$ cat src/rtl/msrv32_pkg.sv
// Shared types and constants for the msrv32 data-memory access path.
package msrv32_pkg;

    typedef enum logic [1:0] {
        IDLE  = 2'b00,
        ADDR  = 2'b01,
        DATA  = 2'b10,
        MISAL = 2'b11
    } dmem_state_t;

    localparam logic [1:0] LS_BYTE = 2'b00;
    localparam logic [1:0] LS_HALF = 2'b01;
    localparam logic [1:0] LS_WORD = 2'b10;

    // Size 2'b11 falls into the word branch, so it is checked exactly like a word.
    function automatic logic is_misaligned(input logic [1:0] size, input logic [1:0] offset);
        logic result;
        case (size)
            LS_BYTE: result = 1'b0;
            LS_HALF: result = offset[0];
            default: result = (offset != 2'b00);
        endcase
        return result;
    endfunction

endpackage

$ cat src/rtl/msrv32_store_unit.sv
// Combinational store formatter: byte-lane mask and lane-replicated write data
// for a store of the given size at the given word offset.
module msrv32_store_unit
    import msrv32_pkg::*;
(
    input  logic [1:0]  size,
    input  logic [1:0]  offset,
    input  logic [31:0] wdata,
    output logic [3:0]  mask,
    output logic [31:0] data
);

    always_comb begin
        mask = 4'b1111;
        data = wdata;
        case (size)
            LS_BYTE: begin
                mask = 4'b0001 << offset;
                data = {4{wdata[7:0]}};
            end
            LS_HALF: begin
                mask = 4'b0011 << {offset[1], 1'b0};
                data = {2{wdata[15:0]}};
            end
            default: begin
                mask = 4'b1111;
                data = wdata;
            end
        endcase
    end

endmodule

$ cat src/rtl/msrv32_dmem_ctrl.sv
// Data-memory access sequencer: accepts one load/store at a time, checks alignment,
// and runs a two-phase AHB-Lite style transfer with wait states.
module msrv32_dmem_ctrl
    import msrv32_pkg::*;
(
    input  logic        ms_riscv32_mp_clk_in,
    input  logic        ms_riscv32_mp_rst_in,
    input  logic        req_valid_in,
    output logic        req_ready_out,
    input  logic        req_we_in,
    input  logic [31:0] req_addr_in,
    input  logic [31:0] req_wdata_in,
    input  logic [1:0]  req_size_in,
    input  logic        req_unsigned_in,
    output logic [31:0] ms_riscv32_mp_dmaddr_out,
    output logic        ms_riscv32_mp_dmtrans_out,
    output logic        ms_riscv32_mp_dmwr_req_out,
    output logic [3:0]  ms_riscv32_mp_dmwr_mask_out,
    output logic [31:0] ms_riscv32_mp_dmdata_out,
    input  logic        ms_riscv32_mp_hready_in,
    input  logic        ahb_resp_in,
    output logic [1:0]  lu_offset_out,
    output logic [1:0]  lu_size_out,
    output logic        lu_unsigned_out,
    output logic        rsp_valid_out,
    output logic        rsp_err_out,
    output logic        misaligned_out,
    output logic        stall_out
);

    dmem_state_t state;
    dmem_state_t next_state;

    logic        we_q;
    logic [31:0] addr_q;
    logic [31:0] wdata_q;
    logic [1:0]  size_q;
    logic        unsigned_q;

    logic        accept;
    logic [3:0]  store_mask;
    logic [31:0] store_data;

    assign accept = (state == IDLE) && req_valid_in;

    msrv32_store_unit u_store_unit (
        .size   (size_q),
        .offset (addr_q[1:0]),
        .wdata  (wdata_q),
        .mask   (store_mask),
        .data   (store_data)
    );

    always_ff @(posedge ms_riscv32_mp_clk_in or negedge ms_riscv32_mp_rst_in) begin
        if (!ms_riscv32_mp_rst_in) begin
            state <= IDLE;
        end else begin
            state <= next_state;
        end
    end

    // Request fields stay frozen from accept until the next accept so the load unit sees stable values.
    always_ff @(posedge ms_riscv32_mp_clk_in or negedge ms_riscv32_mp_rst_in) begin
        if (!ms_riscv32_mp_rst_in) begin
            we_q       <= 1'b0;
            addr_q     <= 32'd0;
            wdata_q    <= 32'd0;
            size_q     <= 2'b00;
            unsigned_q <= 1'b0;
        end else if (accept) begin
            we_q       <= req_we_in;
            addr_q     <= req_addr_in;
            wdata_q    <= req_wdata_in;
            size_q     <= req_size_in;
            unsigned_q <= req_unsigned_in;
        end
    end

    always_comb begin
        next_state                  = state;
        req_ready_out               = 1'b0;
        ms_riscv32_mp_dmaddr_out    = 32'd0;
        ms_riscv32_mp_dmtrans_out   = 1'b0;
        ms_riscv32_mp_dmwr_req_out  = 1'b0;
        ms_riscv32_mp_dmwr_mask_out = 4'b0000;
        ms_riscv32_mp_dmdata_out    = 32'd0;
        rsp_valid_out               = 1'b0;
        rsp_err_out                 = 1'b0;
        misaligned_out              = 1'b0;
        case (state)
            IDLE: begin
                req_ready_out = 1'b1;
                if (req_valid_in) begin
                    next_state = is_misaligned(req_size_in, req_addr_in[1:0]) ? MISAL : ADDR;
                end
            end
            ADDR: begin
                ms_riscv32_mp_dmtrans_out  = 1'b1;
                ms_riscv32_mp_dmaddr_out   = {addr_q[31:2], 2'b00};
                ms_riscv32_mp_dmwr_req_out = we_q;
                if (ms_riscv32_mp_hready_in) begin
                    next_state = DATA;
                end
            end
            DATA: begin
                if (we_q) begin
                    ms_riscv32_mp_dmwr_mask_out = store_mask;
                    ms_riscv32_mp_dmdata_out    = store_data;
                end
                if (ms_riscv32_mp_hready_in) begin
                    rsp_valid_out = 1'b1;
                    rsp_err_out   = ahb_resp_in;
                    next_state    = IDLE;
                end
            end
            MISAL: begin
                rsp_valid_out  = 1'b1;
                misaligned_out = 1'b1;
                next_state     = IDLE;
            end
            default: next_state = IDLE;
        endcase
    end

    assign stall_out       = (state != IDLE) && !rsp_valid_out;
    assign lu_offset_out   = addr_q[1:0];
    assign lu_size_out     = size_q;
    assign lu_unsigned_out = unsigned_q;

endmodule

$ cat config.mk
export PLATFORM = sky130hd
export DESIGN_NAME = msrv32_dmem_ctrl
export DESIGN_NICKNAME = d
export VERILOG_FILES = /design/src/rtl/msrv32_pkg.sv /design/src/rtl/msrv32_store_unit.sv /design/src/rtl/msrv32_dmem_ctrl.sv
export SDC_FILE = /design/constraint.sdc
export NUM_CORES = 1
export LEC_CHECK = 0
export CAP_MARGIN = 20
export CELL_PAD_IN_SITES_DETAIL_PLACEMENT = 1
export CELL_PAD_IN_SITES_GLOBAL_PLACEMENT = 1
export CORE_MARGIN = 1.5
export CORE_UTILIZATION = 36
export CTS_CLUSTER_SIZE = 16
export DETAILED_ROUTE_END_ITERATION = 12
export GPL_ROUTABILITY_DRIVEN = 0
export PLACE_DENSITY_LB_ADDON = 0.1
export SLEW_MARGIN = 20
export SYNTH_ARGS = -nofsm -noshare
export SYNTH_HDL_FRONTEND = slang
export SYNTH_HIERARCHICAL = 1
export SYNTH_SLANG_ARGS = --single-unit
$ cat constraint.sdc
create_clock -name ms_riscv32_mp_clk_in -period 4.3 [get_ports ms_riscv32_mp_clk_in]
set_clock_uncertainty 0.1 [all_clocks]
set_input_delay 1.075 -clock ms_riscv32_mp_clk_in [delete_from_list [all_inputs] [get_ports ms_riscv32_mp_clk_in]]
set_output_delay 1.075 -clock ms_riscv32_mp_clk_in [all_outputs]
set_load 0.1 [all_outputs]
Word level (Yosys, flattened, before mapping). Index checks and enable logic that the tools add are counted.

Add/sub/neg operators: 0. $mul: 0. Divide/modulo/power cells: 0. Magnitude comparators: 0. Eq/ne operators: 8. Shift-type cells: 2. Mux-type cells: 23. Bitwise gates (word level): 0. Reductions and logical operators: 9.

Operators by type and width (number): two-way mux 32 bit (3); case mux 32 bit (2 select lines) (1); two-way mux 1 bit (9); two-way mux 2 bit (4); two-way mux 4 bit (2); case mux 2 bit (4 select lines) (1); case mux 4 bit (2 select lines) (1); equality test 2 x 1 -> 1 bit (second input constant) (3); logical NOT 2 bit (3); inequality test 2 bit (second input constant) (3); equality test 2 bit (second input constant) (2); case mux 1 bit (2 select lines) (2); nonzero test 2 bit (2); left shift 1 x 2 -> 4 bit (first input constant) (1); left shift 2 x 2 -> 4 bit (first input constant) (1); AND reduction 3 bit (1); logical AND 1 bit (2); logical NOT 1 bit (1).

Bits in registers: 70. Bits in latches: 0. RAM bits: 0. Bits in read-only memories: 0. Input port bits: 73. Output and inout bits: 80. Word-level logic and storage cells: 48. Memories kept: 0.

Longest topological paths before layout.
Depth in word-level cells: 7. Mapped depth: 6. Gate-level depth less buffers: 3.

By module. Netlist, hierarchy kept.

By module, submodules not included: msrv32_dmem_ctrl (times used 1, cells each 240, area an instance 3193.1 um2, sequential area each 1751.7 um2); msrv32_store_unit (times used 1, cells each 60, area an instance 524.3 um2, sequential area each 0.0 um2).

Worst setup path after synthesis. Ideal clock, no wire load.

Path type: input to output. Start point: in ms_riscv32_mp_hready_in. End point: out stall_out. Arrival: 3.029 ns. Required time: 3.125 ns. Slack: 0.096 ns. Stages on the path: 2. Path buffers: 0. Cells stage by stage: o21a_1 -> nor2_1.

Longest elaborated chain between the ends: 4.

RTL lines: start, declared (RTL line msrv32_dmem_ctrl.sv:20) `input logic ms_riscv32_mp_hready_in,`; two-way mux 1 bit (RTL line msrv32_dmem_ctrl.sv:110) `if (ms_riscv32_mp_hready_in) begin`; case mux 1 bit (2 select lines) (RTL line msrv32_dmem_ctrl.sv:90) `case (state)`; logical NOT 1 bit (RTL line msrv32_dmem_ctrl.sv:125) `assign stall_out = (state != IDLE) && !rsp_valid_out;`; logical AND 1 bit (RTL line msrv32_dmem_ctrl.sv:125); end, declared (RTL line msrv32_dmem_ctrl.sv:28) `output logic stall_out`.

No other way between the ends.

Worst setup path after layout.
Start point: reg state[0]. End point: out req_ready_out.

Longest elaborated chain between the ends: 2.

RTL lines: start, declared (RTL line msrv32_dmem_ctrl.sv:31) `dmem_state_t state;`; start signal, assigned (RTL line msrv32_dmem_ctrl.sv:58) `state <= next_state;`; logical NOT 2 bit (RTL line msrv32_dmem_ctrl.sv:90); two-way mux 1 bit (RTL line msrv32_dmem_ctrl.sv:90); end, declared (RTL line msrv32_dmem_ctrl.sv:9) `output logic req_ready_out,`.

No other way between the ends.

==> impl_metrics.yaml <==
setup_path:
  rrSetupSlack_ps: 2140
  startpoint: "state[0]"
  ff2ff_path_depth: 4
  cp_top_family: "buffers and inverters"
  cp.required_ps: 3120
  crit_path_top_delay_cell: "clkdlybuf4s50_1"
  critPathBufInv: 1
  r2r_start: "state[0]"
  slowest_delay_ps: 1160
  arrival_ps: 2180
  worst-path-stages: 2
  critical_path.max_fanout: 7
  end_kind: "primary output"
  r2r_end: "wdata_q[22]"
  crit_end: "req_ready_out"
  path_cells: "nor2_2, clkdlybuf4s50_1"
  start_kind: "flop"
  timing_worst_setup_path_type: "flop to primary output"
clock_tree:
  postCtsSetupRepairBufs: 0
  cts.clk_slew.worst_paths_ps: 80
  insertion_delay_ps: 340
  cts_tree: "built"
  cts_buffers: 9
  post_cts_hold_buffer_count: 0
  cts.sink_count: 70
  clockRootBuffer: "clkbuf_8"
  cts_buffer_depth: 2
  cts_resized: 0
  htreeDepth: 3
timing:
  setup_violations: 0
  hold_violations: 0
  finalSetupTns_ps: 0
  layout_min_cycle_time_ps: 3350
  min_period_over_period: 0.780
  worst_slew_pin_slew_ps: 976
  maxSlewViolCount: 0
  clock.fmax_mhz: 298
  rsz0062_at_grt: "no"
  fin_ws_ps: 945
  max_slew_margin: 0.347
final_layout:
  n_antenna_cell: 0
  final_cell_mix: "buf_4, clkdlybuf4s50_1, mux2_2, dfrtp_1, and2_1"
  drive_gt1_frac: 0.427
  fin_nets: 508
  area_growth_pct: 39.5
  final_common_cell: "buf_4"
logic_synthesis:
  yosysSeqAreaShare: 0.471
  ys_types: 27
  synth_ff_type: "dfrtp_1"
  ys_async_sr_fraction: 1.00
  avgSynthCellArea_um2: 12.4
  ys_ff_latch: 70
  ys_warn_count: 6
  yosys-top-cells-area: "dfrtp_1, mux2_2, and2_1, mux2_4, mux2i_1"
  yosysTopAreaCell: "dfrtp_1"
  syn_area_um2: 3720
  syn_inst: 300
  synth_top_area_share: 0.471
  synth_edf_count: 0
floorplan:
  num_rows: 36
  die_area_um2: 10900
  core_region_area_um2: 9910
  ios: 153
  die_width_um: 105
  start_util: 0.375
  die_h_um: 105
routing:
  wl_per_cell_um: 16.3
  drtIter0Drc: 54
  wl_mm: 9.33
  vias: 2673
  drt.antenna.violating_nets: 0
  drc: 0
  first_pass_iters: 4
  avgViaCountPerCell: 4.66
worst_hold_path:
  min_path_type: "flop to flop"
grt:
  grt-ovfl-total: 0
  grt_pass1_wl_mm: 15.3
  met3_usage: 0.0561
  top_usage_layer: "met2"
  grt_pass1_vias: 2822
  use_met2: 0.289
  grt_use_met1: 0.223
  antenna_found_initial: 0
  track_usage: 0.176
  grt_max_degree: 71
outcome:
  outcome: "finished clean"
place:
  hpwl_mm: 6.63
  dp_slack_ps: 943
  io_buffer_count: 150
run:
  drv_cap: 0
## Yosys cell counts, types with 2 or more instances
cell	number
buf_6	5
mux2i_1	9
o21bai_1	4
buf_2	5
nor2b_1	2
nor2_1	2
nand2_1	8
and2_1	69
mux2_2	74
buf_4	12
clkbuf_1	7
o21ai_0	2
mux2_4	9
inv_1	2
o21ai_2	8
dfrtp_1	70
buf_8	2
## logic make-up (layout without fill, tap and decap cells)
| group | count (synthesis) | in the layout | share of synthesized area |
|---|---|---|---|
| other | 1 | 2 | 0.00101 |
| muxes | 93 | 93 | 0.288 |
| AOI/OAI and AO/OA | 17 | 17 | 0.0350 |
| DFF | 70 | 70 | 0.471 |
| and+or+nand+nor | 86 | 86 | 0.142 |
| buffers and inverters | 33 | 172 | 0.0633 |
## cell type report
class / instances / area (um^2)
inverters: 2 / 7.51
clock inverters: 6 / 38.8
flip-flops and latches: 70 / 1750
multi-input cells: 198 / 1740
fillers: 1069 / 4720
clock buffers: 10 / 128
well taps: 133 / 166
repair buffers: 154 / 1360
## flip-flops by register name, summed over array words and instances, names as in the netlist
name,count
addr_q,32
we_q,1
lu_size_out,2
state,2
wdata_q,32
lu_unsigned_out,1
## worst reg2reg max path, stage by stage, from the launching register on
cell and delay [ps]:
dfrtp_1 460, nor2_2 220, and2_4 610, buf_12 290
mux2_2 360
## through the flow
step	hold slack (ps)	instance area, um^2	cells	utilization
6_report	401	5190	573	0.523
3_5_place_dp	388	5020	557	0.507
4_1_cts	406	5190	573	0.523
3_3_place_gp	381	5020	557	0.507
5_1_grt	415	5190	573	0.523
2_1_floorplan	372	3720	301	-
## worst min path at each step
stage                    start         end  cells after the start
floorplan           addr_q[10]  addr_q[10]                      1
global placement     addr_q[8]   addr_q[8]                      1
detailed placement  addr_q[16]  addr_q[16]                      1
CTS                 addr_q[25]  addr_q[25]                      1
global route        addr_q[25]  addr_q[25]                      1
finish              addr_q[25]  addr_q[25]                      1
## metal layers
layer | routed length (um) | vias up
met5 | 0 | -
met4 | 84 | 0
met3 | 635 | 7
met2 | 4400 | 84
met1 | 4210 | 1313
li1 | - | 1269
Power is not shown: default switching activity piles up to over one toggle a cycle in this logic, so the estimate is an artifact.
